==> src/rtl/pwm_capture.sv <==
// PWM receiver: measures period and high time per PWM period and flags a stuck line.
// Optional glitch filter on the synchronized input is enabled by PWM_CAPTURE_GLITCH_FILTER_EN.
module pwm_capture #(
  parameter int CNT_W       = 16,
  parameter int TIMEOUT     = 65000,
  parameter int SYNC_STAGES = 2,
  parameter int FILT_LEN    = 4
) (
  input  logic             clk,
  input  logic             rst_n,
  input  logic             pwm_in,
  output logic [CNT_W-1:0] period,
  output logic [CNT_W-1:0] high_time,
  output logic             valid,
  output logic             stuck,
  output logic             stuck_level
);

  localparam logic [CNT_W-1:0] TMO = CNT_W'(TIMEOUT);

  typedef enum logic [1:0] {ARM, RUN, STUCK} state_t;

  logic [SYNC_STAGES-1:0] sync;
  logic                   lvl;
  logic                   lvl_d;
  logic                   rise;
  logic [CNT_W-1:0]       cnt_per;
  logic [CNT_W-1:0]       cnt_hi;
  state_t                 state;
  state_t                 state_nxt;
  logic                   capture;
  logic                   enter_stuck;

  // NOTE: sequential state uses non-blocking assignments so every flop samples pre-edge values.
  always_ff @(posedge clk or negedge rst_n) begin
    if (!rst_n) sync <= '0;
    else        sync <= {sync[SYNC_STAGES-2:0], pwm_in};
  end

`ifdef PWM_CAPTURE_GLITCH_FILTER_EN
  localparam int FW = $clog2(FILT_LEN + 1);
  logic [FW-1:0] filt_cnt;
  logic          filt_lvl;

  // Counts consecutive cycles the synchronized input disagrees with filt_lvl.
  always_ff @(posedge clk or negedge rst_n) begin
    if (!rst_n) begin
      filt_cnt <= '0;
      filt_lvl <= 1'b0;
    end else if (sync[SYNC_STAGES-1] == filt_lvl) begin
      filt_cnt <= '0;
    end else if (filt_cnt == FW'(FILT_LEN - 1)) begin
      filt_cnt <= '0;
      filt_lvl <= sync[SYNC_STAGES-1];
    end else begin
      filt_cnt <= filt_cnt + 1'b1;
    end
  end

  assign lvl = filt_lvl;
`else
  assign lvl = sync[SYNC_STAGES-1];
`endif

  assign rise = lvl & ~lvl_d;

  always_ff @(posedge clk or negedge rst_n) begin
    if (!rst_n) begin
      lvl_d   <= 1'b0;
      cnt_per <= '0;
      cnt_hi  <= '0;
    end else begin
      lvl_d <= lvl;
      if (rise)               cnt_per <= CNT_W'(1);
      else if (cnt_per != TMO) cnt_per <= cnt_per + 1'b1;
      if (rise)                      cnt_hi <= CNT_W'(1);
      else if (lvl && cnt_hi != TMO) cnt_hi <= cnt_hi + 1'b1;
    end
  end

  always_ff @(posedge clk or negedge rst_n) begin
    if (!rst_n) state <= ARM;
    else        state <= state_nxt;
  end

  // NOTE: every always_comb output gets a default first so no path can infer a latch.
  always_comb begin
    state_nxt   = state;
    capture     = 1'b0;
    enter_stuck = 1'b0;
    case (state)
      ARM: begin
        if (rise) begin
          state_nxt = RUN;
        end else if (cnt_per == TMO) begin
          state_nxt   = STUCK;
          enter_stuck = 1'b1;
        end
      end
      RUN: begin
        if (rise) begin
          capture = 1'b1;
        end else if (cnt_per == TMO) begin
          state_nxt   = STUCK;
          enter_stuck = 1'b1;
        end
      end
      STUCK: begin
        if (rise) state_nxt = ARM;
      end
      default: state_nxt = ARM;
    endcase
  end

  always_ff @(posedge clk or negedge rst_n) begin
    if (!rst_n) begin
      period      <= '0;
      high_time   <= '0;
      valid       <= 1'b0;
      stuck       <= 1'b0;
      stuck_level <= 1'b0;
    end else begin
      valid <= capture | enter_stuck;
      if (capture) begin
        period    <= cnt_per;
        high_time <= cnt_hi;
      end else if (enter_stuck) begin
        period    <= '0;
        high_time <= lvl ? TMO : '0;
      end
      if (enter_stuck) begin
        stuck       <= 1'b1;
        stuck_level <= lvl;
      end else if (state == STUCK) begin
        // The rise that releases the line also clears the level report.
        stuck       <= ~rise;
        stuck_level <= rise ? 1'b0 : lvl;
      end
    end
  end

endmodule

==> config.mk <==
export PLATFORM = sky130hd
export DESIGN_NAME = pwm_capture
export DESIGN_NICKNAME = d
export VERILOG_FILES = /design/src/rtl/pwm_capture.sv
export SDC_FILE = /design/constraint.sdc
export NUM_CORES = 1
export LEC_CHECK = 0
export CAP_MARGIN = 40
export CORE_MARGIN = 4
export CORE_UTILIZATION = 30
export DETAILED_ROUTE_END_ITERATION = 12
export HOLD_SLACK_MARGIN = 0.03
export RECOVER_POWER = 100
export SETUP_SLACK_MARGIN = 0.3
export SLEW_MARGIN = 20
export SYNTH_ARGS = -nofsm -noshare
export SYNTH_HDL_FRONTEND = slang
export SYNTH_SLANG_ARGS = --single-unit
==> constraint.sdc <==
create_clock -name clk -period 2.2 [get_ports clk]
set_input_delay 0.44 -clock clk [delete_from_list [all_inputs] [get_ports clk]]
set_output_delay 0.44 -clock clk [all_outputs]
set_load 0.01 [all_outputs]
## Word level (Yosys, flattened, before mapping)

Cells that the tools add are included.

| storage, ports and cells | value |
|---|---|
| flip-flop bits (word level) | 72 |
| input port bits | 3 |
| output and inout port bits | 35 |
| word-level logic and storage cells | 55 |

| operators by class | value |
|---|---|
| $add $sub $neg | 2 |
| equal/unequal tests | 7 |
| mux-type cells | 24 |
| bitwise operators | 4 |
| reductions and logical operators | 8 |

Operators by type and width:

| cell | number |
|---|---|
| two-way mux 16 bit | 9 |
| adder 16 x 1 -> 16 bit (second input constant) | 2 |
| != test 16 bit (second input constant) | 2 |
| equality test 16 bit (second input constant) | 1 |
| two-way mux 1 bit | 10 |
| two-way mux 2 bit | 4 |
| nonzero test 2 bit | 4 |
| case mux 2 bit (3 select lines) | 1 |
| != test 2 bit (second input constant) | 2 |
| equality test 2 x 1 -> 1 bit (second input constant) | 1 |
| equality test 2 bit (second input constant) | 1 |
| logical NOT 2 bit | 1 |
| NOT 1 bit | 2 |
| AND reduction 2 bit | 1 |
| OR reduction 2 bit | 1 |
| AND 1 bit | 1 |
| logical AND 1 bit | 1 |
| bitwise OR 1 bit | 1 |

## Logic depth before layout (Yosys ltp)

Gate-level depths: netlist of run 1.

| depth | value |
|---|---|
| depth in word-level cells | 6 |
| gate-level depth with buffers | 8 |
| gate-level depth less buffers | 6 |

## Worst setup path after synthesis of run 1

OpenSTA, ideal clock, no wires.

| path | value |
|---|---|
| kind | register to register |
| from | register cnt_hi[0] |
| to | register cnt_hi[12] |
| data arrival time | 1.670 ns |
| data required time | 2.122 ns |
| slack | 0.452 ns |
| stages on the path, launching flop included | 6 |
| path buffers | 0 |
| clock period less this slack | 1.748 ns |
| path through | dfrtp_1 ha_1 nand4_2 or4_1 or3_1 a21oi_1 |

| between the ends | value |
|---|---|
| longest elaborated chain between the ends | 3 |
| elaborated cells between the ends (all ways) | 6 |
| classes of those cells | 1 x add/sub; 1 x eq/ne; 2 x mux; 2 x reduce/logical |

Ends and longest elaborated chain:

| element | line | source |
|---|---|---|
| start, declared | 28 | `logic [CNT_W-1:0] cnt_hi;` |
| start signal, assigned | 77 | `else if (lvl && cnt_hi != TMO) cnt_hi <= cnt_hi + 1'b1;` |
| adder 16 x 1 -> 16 bit / != test 16 bit (equally long branches) | 77 |  |
| two-way mux 16 bit / logical AND 1 bit (equally long branches) | 77 |  |
| two-way mux 16 bit / nonzero test 2 bit (equally long branches) | n/a |  |

Several ways; a longest one is shown, not always the timed one. The select of a mux whose other input is x is not followed.
A chain may end at the register's enable or synchronous reset.

## Worst setup path in the final report of run 1

| path | value |
|---|---|
| from | register sync[1] |
| to | register state[0] |

| between the ends | value |
|---|---|
| longest elaborated chain between the ends | 3 |
| elaborated cells between the ends (all ways) | 6 |
| classes of those cells | 2 x eq/ne; 2 x mux; 1 x bitwise; 1 x reduce/logical |

Ends and longest elaborated chain:

| element | line | source |
|---|---|---|
| start, declared | 23 | `logic [SYNC_STAGES-1:0] sync;` |
| start signal, assigned | 37 | `else sync <= {sync[SYNC_STAGES-2:0], pwm_in};` |
| AND 1 bit * | 65 | `assign rise = lvl & ~lvl_d;` |
| two-way mux 2 bit / != test 2 bit (equally long branches) | n/a |  |
| case mux 2 bit (3 select lines) / AND reduction 2 bit (equally long branches) | n/a |  |
| end signal, assigned | 83 | `else state <= state_nxt;` |
| end, declared | 29 | `state_t state;` |

Every way passes the cells marked *; elsewhere a longest branch is shown, timed or not.

==> metrics.txt, run 1 <==
outcome=finished, final reports clean; H-tree levels=3; Final Hold Fails=0; Setup Viol. Count Final=0; Crit path buffers/inverters=3; sw power=883.9 µW; total grt overflow=0; Final Cycle Share=89.34%; Crit path max-delay family=buffers and inverters; Period minus WS final=1.966 ns; CTS Buffer Depth=2; clock buffer count from CTS=9; DRT antenna net count=0; register area share after synthesis=52.08%; CP Capture Type=flip-flop; Post-CTS Setup Bufs=0; CP Class=reg -> reg; share of cells above drive strength 1=10.00%; initial core utilization=31.23%; wire length per cell=16.11 µm; Arr. time, crit path=2.24 ns; vias in the first global route=2680; IO buf count=37; Root Driver=clkbuf_16; Mapped Cells=358; Rows=38; fin nets=402; Total Wirelength=8702 µm; Relative slew margins=10.66%; pre-CTS setup slack=0.2939 ns; Die ar.=13310 µm²; Mapped Nets=365; Sw Ratio=24.99%; fillers=1067; cell breakdown of the critical path=inv_1 > nor2_2 > clkbuf_2 > clkbuf_2 > a21oi_1 > nor2_1; clock sink total=72; PwrDens=809.2 nW/µm²; CP peak stage delay=0.57 ns; Slew Viols, Final=0; combinational fraction of design power=9.8%; Max VDD drop=0.0003268 V; GRT Total Usage=13.86%; Post-synth ARST share=100.0%; Worst Hold Class=reg -> reg; residual DRC count=0; Slowest cell on crit path=clkbuf_2; DR vias/cell=5.365; leakage power=1.927 nW; via count=2897; router iterations before antenna repair=4; pin count of the biggest net entering global routing=34; synth warn=0; TNS Setup=0 ns; ant diodes=0; initial antenna violation count=0; IO Count=38; Worst setup SP type=flip-flop; number of flops mapped to enable cells by yosys=0; first-pass GRT wire length=14320 µm; TritonCTS clock tree=built; Clk pwr share=46.6%; Cell variety after synth=41; Clock transition at path regs=0.06 ns; cell internal pwr=2.653 mW; Req. time, crit path=2.47 ns; Core Region=11080 µm²; Top cell by count, worst path=clkbuf_2; Reg power frac=43.6%; Worst-Skew Late Latency=0.34 ns; Worst Tran Pin Value=1.340 ns; die span in y=115.4 µm; post-route setup slack=0.2345 ns; Post-Syn Area=3460 µm²; Max-Cap Viols=0; placed wire-length estimate=5820 µm; clk_skew=0.006241 ns; Most used DFF post-synth=dfrtp_1; initial DRC count=267; placer congestion estimate=0.8373; #FFs+latches synth=72; P&R area growth vs syn=26.33%; Die Span X=115.4 µm; setup repair after global routing missed its margin=yes; FMAX=508.8 MHz; Avg Inst Size Synth=9.664 µm²; crit-path max FO=33
## what timing repair did
action / 4_1_cts / 5_1_grt
hold buffers: 0 / 0
gates resized for setup: 2 / 6
endpoints found under the setup margin: 1 / 34
## synthesized netlist by cell type (2+ instances only)
cell type,instances,area (µm²)
dfrtp_1,72,1802
nand2_1,38,142.6
a22oi_1,32,240.2
o21ai_0,31,155.2
nor2_1,26,97.59
nand3_1,20,100.1
clkbuf_1,18,67.56
a21oi_1,13,65.06
o211ai_1,13,97.59
nor3_1,9,45.04
xnor2_1,9,78.83
inv_1,8,30.03
or3_1,8,50.05
nand4_1,7,43.79
xor2_1,7,61.31
and4_1,4,35.03
buf_2,4,20.02
ha_1,4,50.05
nand2b_1,4,25.02
nand3b_1,3,22.52
nor4_1,3,18.77
a31oi_1,2,12.51
and3_1,2,12.51
buf_1,2,7.510
nor4_2,2,25.02
nor4b_1,2,17.52
## cell type report
cell class	count	area [µm²]	share of cell area [%]
sequential	72	1803	41.25
multi-input combinational	254	1558	35.64
timing repair buffer	50	462.9	10.59
clock buffer	12	266.5	6.098
tap	140	175.2	4.008
clock inverter	4	75.07	1.718
inverter	8	30.03	0.6871
## power groups by stage
stage | sequential, mW | combinational, mW | clock, mW
after floorplan | 1.54 | 0.173 | 0
after global placement | 1.56 | 0.361 | 0
after detailed placement | 1.56 | 0.368 | 0
after CTS | 1.54 | 0.370 | 1.68
after global routing | 1.56 | 0.391 | 1.74
final | 1.54 | 0.347 | 1.65
## cells by family (layout without fill, tap and decap cells)
family                   count (synthesis)  count (layout)  share of synthesized area [%]
AND/OR/NAND/NOR                        135             135                          20.36
flip-flops                              72              72                          52.08
buffers and inverters                   32              74                          3.617
adder cells (fa/ha/maj)                  4               4                          1.447
multiplexers                             1               1                         0.2893
XOR/XNOR                                16              16                          4.051
AO/OA/AOI/OAI                           98              98                          18.16
## worst paths after layout
kind / startpoint / end / slack, ns / depth (start not counted)
setup reg to reg: sync[1] / state[0] / 0.23 / 6
hold / removal: sync[0] / sync[1] / 0.35 / 0
hold reg to reg: sync[0] / sync[1] / 0.35 / 0
max in group asynchronous: rst_n / period[8] / 0.57 / 2
min in group asynchronous: rst_n / cnt_hi[13] / 0.39 / 1
setup / recovery: sync[1] / state[0] / 0.23 / 6
## flip-flops by register name, summed over array words and instances (netlist names)
signal	flops
period	16
valid	1
stuck	1
high_time	16
lvl_d	1
state	2
cnt_hi	16
cnt_per	16
stuck_level	1
sync	2
## metal layers
metal / wire (µm) / vias to the layer above / global-route usage, % / share of wire (%)
met3: 521 / 11 / 3.526 / 6.0
met1: 4086 / 1412 / 19.77 / 47
met5: 0 / - / 0 / 0
met4: 179 / 0 / 6.338 / 2.1
met2: 3914 / 77 / 19.71 / 45
li1: - / 1397 / - / -
## through the flow
step           power (mW)  std cells  hold slack, ns  area, µm²  util, %
4_1_cts             3.589        540          0.1131       4378    39.52
5_1_grt             3.690        540          0.3657       4370    39.45
3_3_place_gp        1.918        524          0.3578       4033    36.40
6_report            3.537        540          0.3497       4370    39.45
3_5_place_dp        1.926        524          0.3402       4033    36.40
2_1_floorplan       1.717        358          0.1444       3460        -
## worst register-to-register path, stage by stage (launching register included)
cell	delay (ns)
dfrtp_1	0.55
inv_1	0.18
nor2_2	0.14
clkbuf_2	0.57
clkbuf_2	0.32
a21oi_1	0.06
nor2_1	0.08
## layout by cell type, fill, tap and decap left out, types with 9 or more instances in the layout
cell type and instances:
nand3_1 20, o211ai_1 13, dfrtp_1 71, a21oi_1 13, nor3_1 9, o21ai_0 31
clkbuf_16 9, nor2_1 24, a22oi_1 32, xnor2_1 9, dlygate4sd3_1 36, nand2_1 38
(Power assumes the default switching activity.)
==> run 2: changes to the inputs <==
--- a/config.mk
+++ b/config.mk
@@ -7,9 +7,11 @@
 export LEC_CHECK = 0
 export CAP_MARGIN = 40
 export CORE_MARGIN = 4
-export CORE_UTILIZATION = 30
+export CORE_UTILIZATION = 56
+export CTS_CLUSTER_SIZE = 20
 export DETAILED_ROUTE_END_ITERATION = 12
 export HOLD_SLACK_MARGIN = 0.03
+export PLACE_DENSITY = 0.79
 export RECOVER_POWER = 100
 export SETUP_SLACK_MARGIN = 0.3
 export SLEW_MARGIN = 20
==> metrics.txt, run 2 (same netlist as run 1, synthesis figures left out) <==
Root Driver=clkbuf_8 (was clkbuf_16); Setup Viol. Count Final=0 (unchanged); GRT Total Usage=23.88% (was 13.86%); Final Cycle Share=85.33% (was 89.34%); Final Hold Fails=0 (unchanged); vias in the first global route=2889 (was 2680); commonest non-fill, non-tap cell in the layout=dfrtp_1 (unchanged); Max-Cap Viols=0 (unchanged); setup repair after global routing missed its margin=no (was yes); share of cells above drive strength 1=9.926% (was 10.00%); DR vias/cell=6.230 (was 5.365); router iterations before antenna repair=5 (was 4); total power=3.043 mW (was 3.537 mW); Worst Hold Class=in -> async (was reg -> reg); Max VDD drop=0.0004897 V (was 0.0003268 V); placed wire-length estimate=5441 µm (was 5820 µm); Non-Filler Instances=478 (was 540); CP Capture Type=flip-flop (unchanged); outcome=finished, final reports clean (unchanged); Arr. time, crit path=2.11 ns (was 2.24 ns); TNS Setup=0 ns (unchanged); Worst Tran Pin Value=0.6245 ns (was 1.340 ns); Worst-Skew Late Latency=0.35 ns (was 0.34 ns); clock sink total=72 (unchanged); DRT antenna net count=0 (unchanged); PwrDens=726.9 nW/µm² (was 809.2 nW/µm²); placed instance count=461 (was 524); Worst setup SP type=flip-flop (unchanged); Clock transition at path regs=0.08 ns (was 0.06 ns); FMAX=532.7 MHz (was 508.8 MHz); residual DRC count=0 (unchanged); P&R area growth vs syn=21.01% (was 26.33%); IO buf count=37 (unchanged); initial antenna violation count=0 (unchanged); placer congestion estimate=0.8918 (was 0.8373); CTS Buffer Depth=2 (unchanged); pin count of the biggest net entering global routing=73 (was 34); leakage power=1.865 nW (was 1.927 nW); crit-path max FO=11 (was 33); Total Wirelength=8306 µm (was 8702 µm); IO Count=38 (unchanged); first-pass GRT wire length=14230 µm (was 14320 µm); Req. time, crit path=2.43 ns (was 2.47 ns); CP Class=reg -> reg (unchanged); die span in y=86.60 µm (was 115.4 µm); Relative slew margins=58.02% (was 10.66%); Period minus WS final=1.877 ns (was 1.966 ns); clk_skew=0.007987 ns (was 0.006241 ns); initial core utilization=58.09% (was 31.23%); Die Span X=86.60 µm (was 115.4 µm); total grt overflow=0 (unchanged); ant diodes=0 (unchanged); via count=2978 (was 2897); Die ar.=7500 µm² (was 13310 µm²); Post-CTS Hold Buffers=0 (unchanged); Rows=28 (was 38); clock buffer count from CTS=9 (unchanged); initial DRC count=257 (was 267); fin nets=405 (was 402); most frequent cells in the layout=69 x dfrtp_1, 38 x nand2_1, 36 x dlygate4sd3_1, 32 x a22oi_1, 31 x o21ai_0 (was 71 x dfrtp_1, 38 x nand2_1, 36 x dlygate4sd3_1, 32 x a22oi_1, 31 x o21ai_0); H-tree levels=3 (unchanged); Core Region=5956 µm² (was 11080 µm²); TritonCTS clock tree=built (unchanged); wire length per cell=17.38 µm (was 16.11 µm); Slew Viols, Final=0 (unchanged)
[run 2: changes by cell type in the layout (fill, tap and decap cells not counted), sizes merged]
cell,previous run,this run
clkinvlp,2,1
buf,9,12
clkbuf,17,15
clkinv,0,3
[run 2: final cells by class]
class / count / area (µm²)
flip-flops and latches: 72 / 1805
fillers: 491 / 1769
multi-input cells: 254 / 1551
repair buffers: 53 / 485.5
clock buffers: 10 / 137.6
well taps: 75 / 93.84
clock inverters: 6 / 82.58
inverters: 8 / 30.03
[run 2: critical path, cell delays in order (launching register included)]
cell and delay (ns):
dfrtp_1 0.56, nand4_1 0.16, clkbuf_1 0.25, nor4_2 0.45
a31oi_1 0.14, a41o_1 0.21
[run 2: metrics by stage]
stage	setup WS, ns	cell area (µm²)	util (%)	hold WS [ns]
floorplan	0.4517	3460	-	0.1444
global placement	0.3481	3954	66.39	0.3381
detailed placement	0.2562	3954	66.39	0.3373
CTS	0.3205	4179	70.17	0.1292
global route	0.1696	4187	70.29	0.1849
finish	0.3228	4187	70.29	0.1402
[run 2: final timing paths]
check,start,to,slack (ns),cells after the start
worst max-delay path,sync[1],cnt_hi[15],0.32,5
worst min-delay path,rst_n,period[0],0.14,2
worst max register to register,sync[1],cnt_hi[15],0.32,5
worst min register to register,sync[0],sync[1],0.35,0
max in group asynchronous,rst_n,cnt_per[0],1.71,2
min in group clk,sync[0],sync[1],0.35,0
[run 2: routing by layer]
metal  wire (µm)  up-vias  track usage [%]
li1            -     1398                -
met1        3753     1476            34.60
met2        3926       87            36.09
met3         435       17            3.137
met4         191        0            10.34
met5           0        -                0
[run 2: repair_timing]
action / CTS / global route
pin swaps: 0 / 0
setup buffers: 0 / 1
hold endpoints to repair: 0 / 0
gates resized for setup: 3 / 7
setup endpoints to repair: 1 / 35
[run 2: power by group]
part	total, mW	internal [mW]	switching (mW)
clock network	1.16	0.663	0.497
registers	1.53	1.41	0.118
logic	0.351	0.159	0.193
total	3.04	2.24	0.807
==> run 3: changes to the inputs <==
--- a/config.mk
+++ b/config.mk
@@ -8,6 +8,7 @@
 export CAP_MARGIN = 40
 export CORE_MARGIN = 4
 export CORE_UTILIZATION = 56
+export CTS_CLUSTER_DIAMETER = 100
 export CTS_CLUSTER_SIZE = 20
 export DETAILED_ROUTE_END_ITERATION = 12
 export HOLD_SLACK_MARGIN = 0.03
==> constraint.sdc (replaced) <==
create_clock -name clk -period 2.2 [get_ports clk]
set_input_delay 0.33 -clock clk [delete_from_list [all_inputs] [get_ports clk]]
set_output_delay 0.33 -clock clk [all_outputs]
set_load 0.01 [all_outputs]
==> metrics.txt, run 3 (same netlist as run 1, synthesis figures left out) <==
pin count of the biggest net entering global routing=36 (was 73); share of cells above drive strength 1=9.653% (was 9.926%); initial core utilization=58.09% (unchanged); Finished Core Util=69.75% (was 70.29%); GRT Total Usage=23.17% (was 23.88%); setup repair after global routing missed its margin=no (unchanged); FF-to-FF Start=sync[1] (unchanged); Final Hold Fails=0 (unchanged); pre-CTS setup slack=0.2804 ns (was 0.2562 ns); Period minus WS final=1.870 ns (was 1.877 ns); PwrDens=676.9 nW/µm² (was 726.9 nW/µm²); placed instance count=462 (was 461); total power=2.812 mW (was 3.043 mW); fin nets=407 (was 405); clk_skew=0.009149 ns (was 0.007987 ns); total grt overflow=0 (unchanged); placed wire-length estimate=5490 µm (was 5441 µm); router iterations before antenna repair=4 (was 5); dpl cell area=3961 µm² (was 3954 µm²); P&R area growth vs syn=20.07% (was 21.01%); Max-Cap Viols=0 (unchanged); leakage power=1.849 nW (was 1.865 nW); Slowest cell on crit path=dfrtp_1 (unchanged); Root Driver=clkbuf_8 (unchanged); CP peak stage delay=0.56 ns (about the same); H-tree levels=3 (unchanged); CTS Buffer Depth=2 (unchanged); Setup Viol. Count Final=0 (unchanged); commonest non-fill, non-tap cell in the layout=dfrtp_1 (unchanged); DR vias/cell=6.115 (was 6.230); Non-Filler Instances=479 (was 478); TritonCTS clock tree=built (unchanged); reg-to-reg endpoint=cnt_hi[15] (unchanged); Relative slew margins=17.89% (was 58.02%); Worst-Skew Late Latency=0.35 ns (about the same); Design Area, Final=4154 µm² (was 4187 µm²); clock buffer count from CTS=9 (unchanged); outcome=finished, final reports clean (unchanged); Crit path max-delay family=simple AND/OR/NAND/NOR gates (unchanged); Total Wirelength=8012 µm (was 8306 µm); crit path to=cnt_hi[15] (unchanged); Rows=28 (unchanged); cell depth of the worst setup path=5 (unchanged); WHS=0.3499 ns (was 0.1402 ns); first-pass GRT wire length=13570 µm (was 14230 µm); CP Class=reg -> reg (unchanged); DRT antenna net count=0 (unchanged); vias in the first global route=2749 (was 2889); clock sink total=72 (unchanged); initial antenna violation count=0 (unchanged); post-route setup slack=0.3300 ns (was 0.3228 ns); via count=2929 (was 2978); initial DRC count=203 (was 257); flop2flop setup slack=0.33 ns (was 0.32 ns); ant diodes=0 (unchanged); R2R cell count=5 (unchanged); Core Region=5956 µm² (unchanged); Worst Tran Pin Value=1.232 ns (was 0.6245 ns); IO Count=38 (unchanged); Req. time, crit path=2.44 ns (was 2.43 ns); IO buf count=37 (unchanged); cell breakdown of the critical path=nand4_1 > clkbuf_1 > nor4_2 > a31oi_1 > a41o_1 (unchanged); Final Cycle Share=85.00% (was 85.33%); CP Launch Point=sync[1] (unchanged); FMAX=534.8 MHz (was 532.7 MHz); residual DRC count=0 (unchanged); CP Capture Type=flip-flop (unchanged); Slew Viols, Final=0 (unchanged); Clock transition at path regs=0.07 ns (was 0.08 ns); Crit path buffers/inverters=1 (unchanged); most frequent cells in the layout=69 x dfrtp_1, 38 x nand2_1, 37 x dlygate4sd3_1, 32 x a22oi_1, 31 x o21ai_0 (was 69 x dfrtp_1, 38 x nand2_1, 36 x dlygate4sd3_1, 32 x a22oi_1, 31 x o21ai_0); Worst Hold Class=reg -> reg (was in -> async); Die Span X=86.60 µm (unchanged); Die ar.=7500 µm² (unchanged); die span in y=86.60 µm (unchanged); Max VDD drop=0.0004676 V (was 0.0004897 V); placer congestion estimate=0.9269 (was 0.8918); TNS Setup=0 ns (unchanged); wire length per cell=16.73 µm (was 17.38 µm); Worst setup SP type=flip-flop (unchanged); crit-path max FO=11 (unchanged); Arr. time, crit path=2.11 ns (about the same)
run 3: cell types whose count changed in the layout (fill, tap and decap cells not counted):
cell,change
clkinv_2,-1
nor4b_2,+1
clkinv_4,+1
clkbuf_1,+2
clkinvlp_4,-1
nor4b_1,-1
buf_4,+1
dlygate4sd3_1,+1
bufinv_16,-2
run 3: layout make-up:
type                            count  area (µm²)
Multi-Input combinational cell    254        1558
Inverter                            8       30.03
Fill cell                         473        1802
Timing Repair Buffer               55       503.0
Tap cell                           75       93.84
Clock buffer                       12       145.1
Sequential cell                    72        1805
Clock inverter                      3       18.77
run 3: layer usage:
metal | global-route usage (%) | part of all wire [%] | vias to the layer above
met4 | 10.34 | 1.9 | 0
met5 | 0 | 0 | -
li1 | - | - | 1396
met1 | 33.08 | 47 | 1415
met2 | 34.63 | 45 | 106
met3 | 4.087 | 6.1 | 12
run 3: worst min-delay path by stage:
stage	endpoint	slack (ns)	cells past startpoint	start
floorplan	cnt_hi[0]	0.03	0	rst_n
global placement	high_time[4]	0.33	1	rst_n
detailed placement	cnt_hi[3]	0.33	1	rst_n
CTS	sync[1]	0.35	0	sync[0]
global route	sync[1]	0.36	0	sync[0]
finish	sync[1]	0.35	0	sync[0]
run 3: power breakdown:
part	internal [mW]	switching [mW]	leakage [nW]	total [mW]
sequential	1.41	0.121	0.970	1.53
clock	0.433	0.488	0.0862	0.921
combinational	0.163	0.194	0.793	0.356
total	2.01	0.802	1.85	2.81
run 3: what timing repair did:
action | in CTS | in global routing
hold buffers | 1 | 0
setup endpoints to repair | 1 | 31
pin swaps | 0 | 1
hold endpoints to repair | 20 | 0
buffers inserted | 0 | 1
resized for setup | 2 | 7
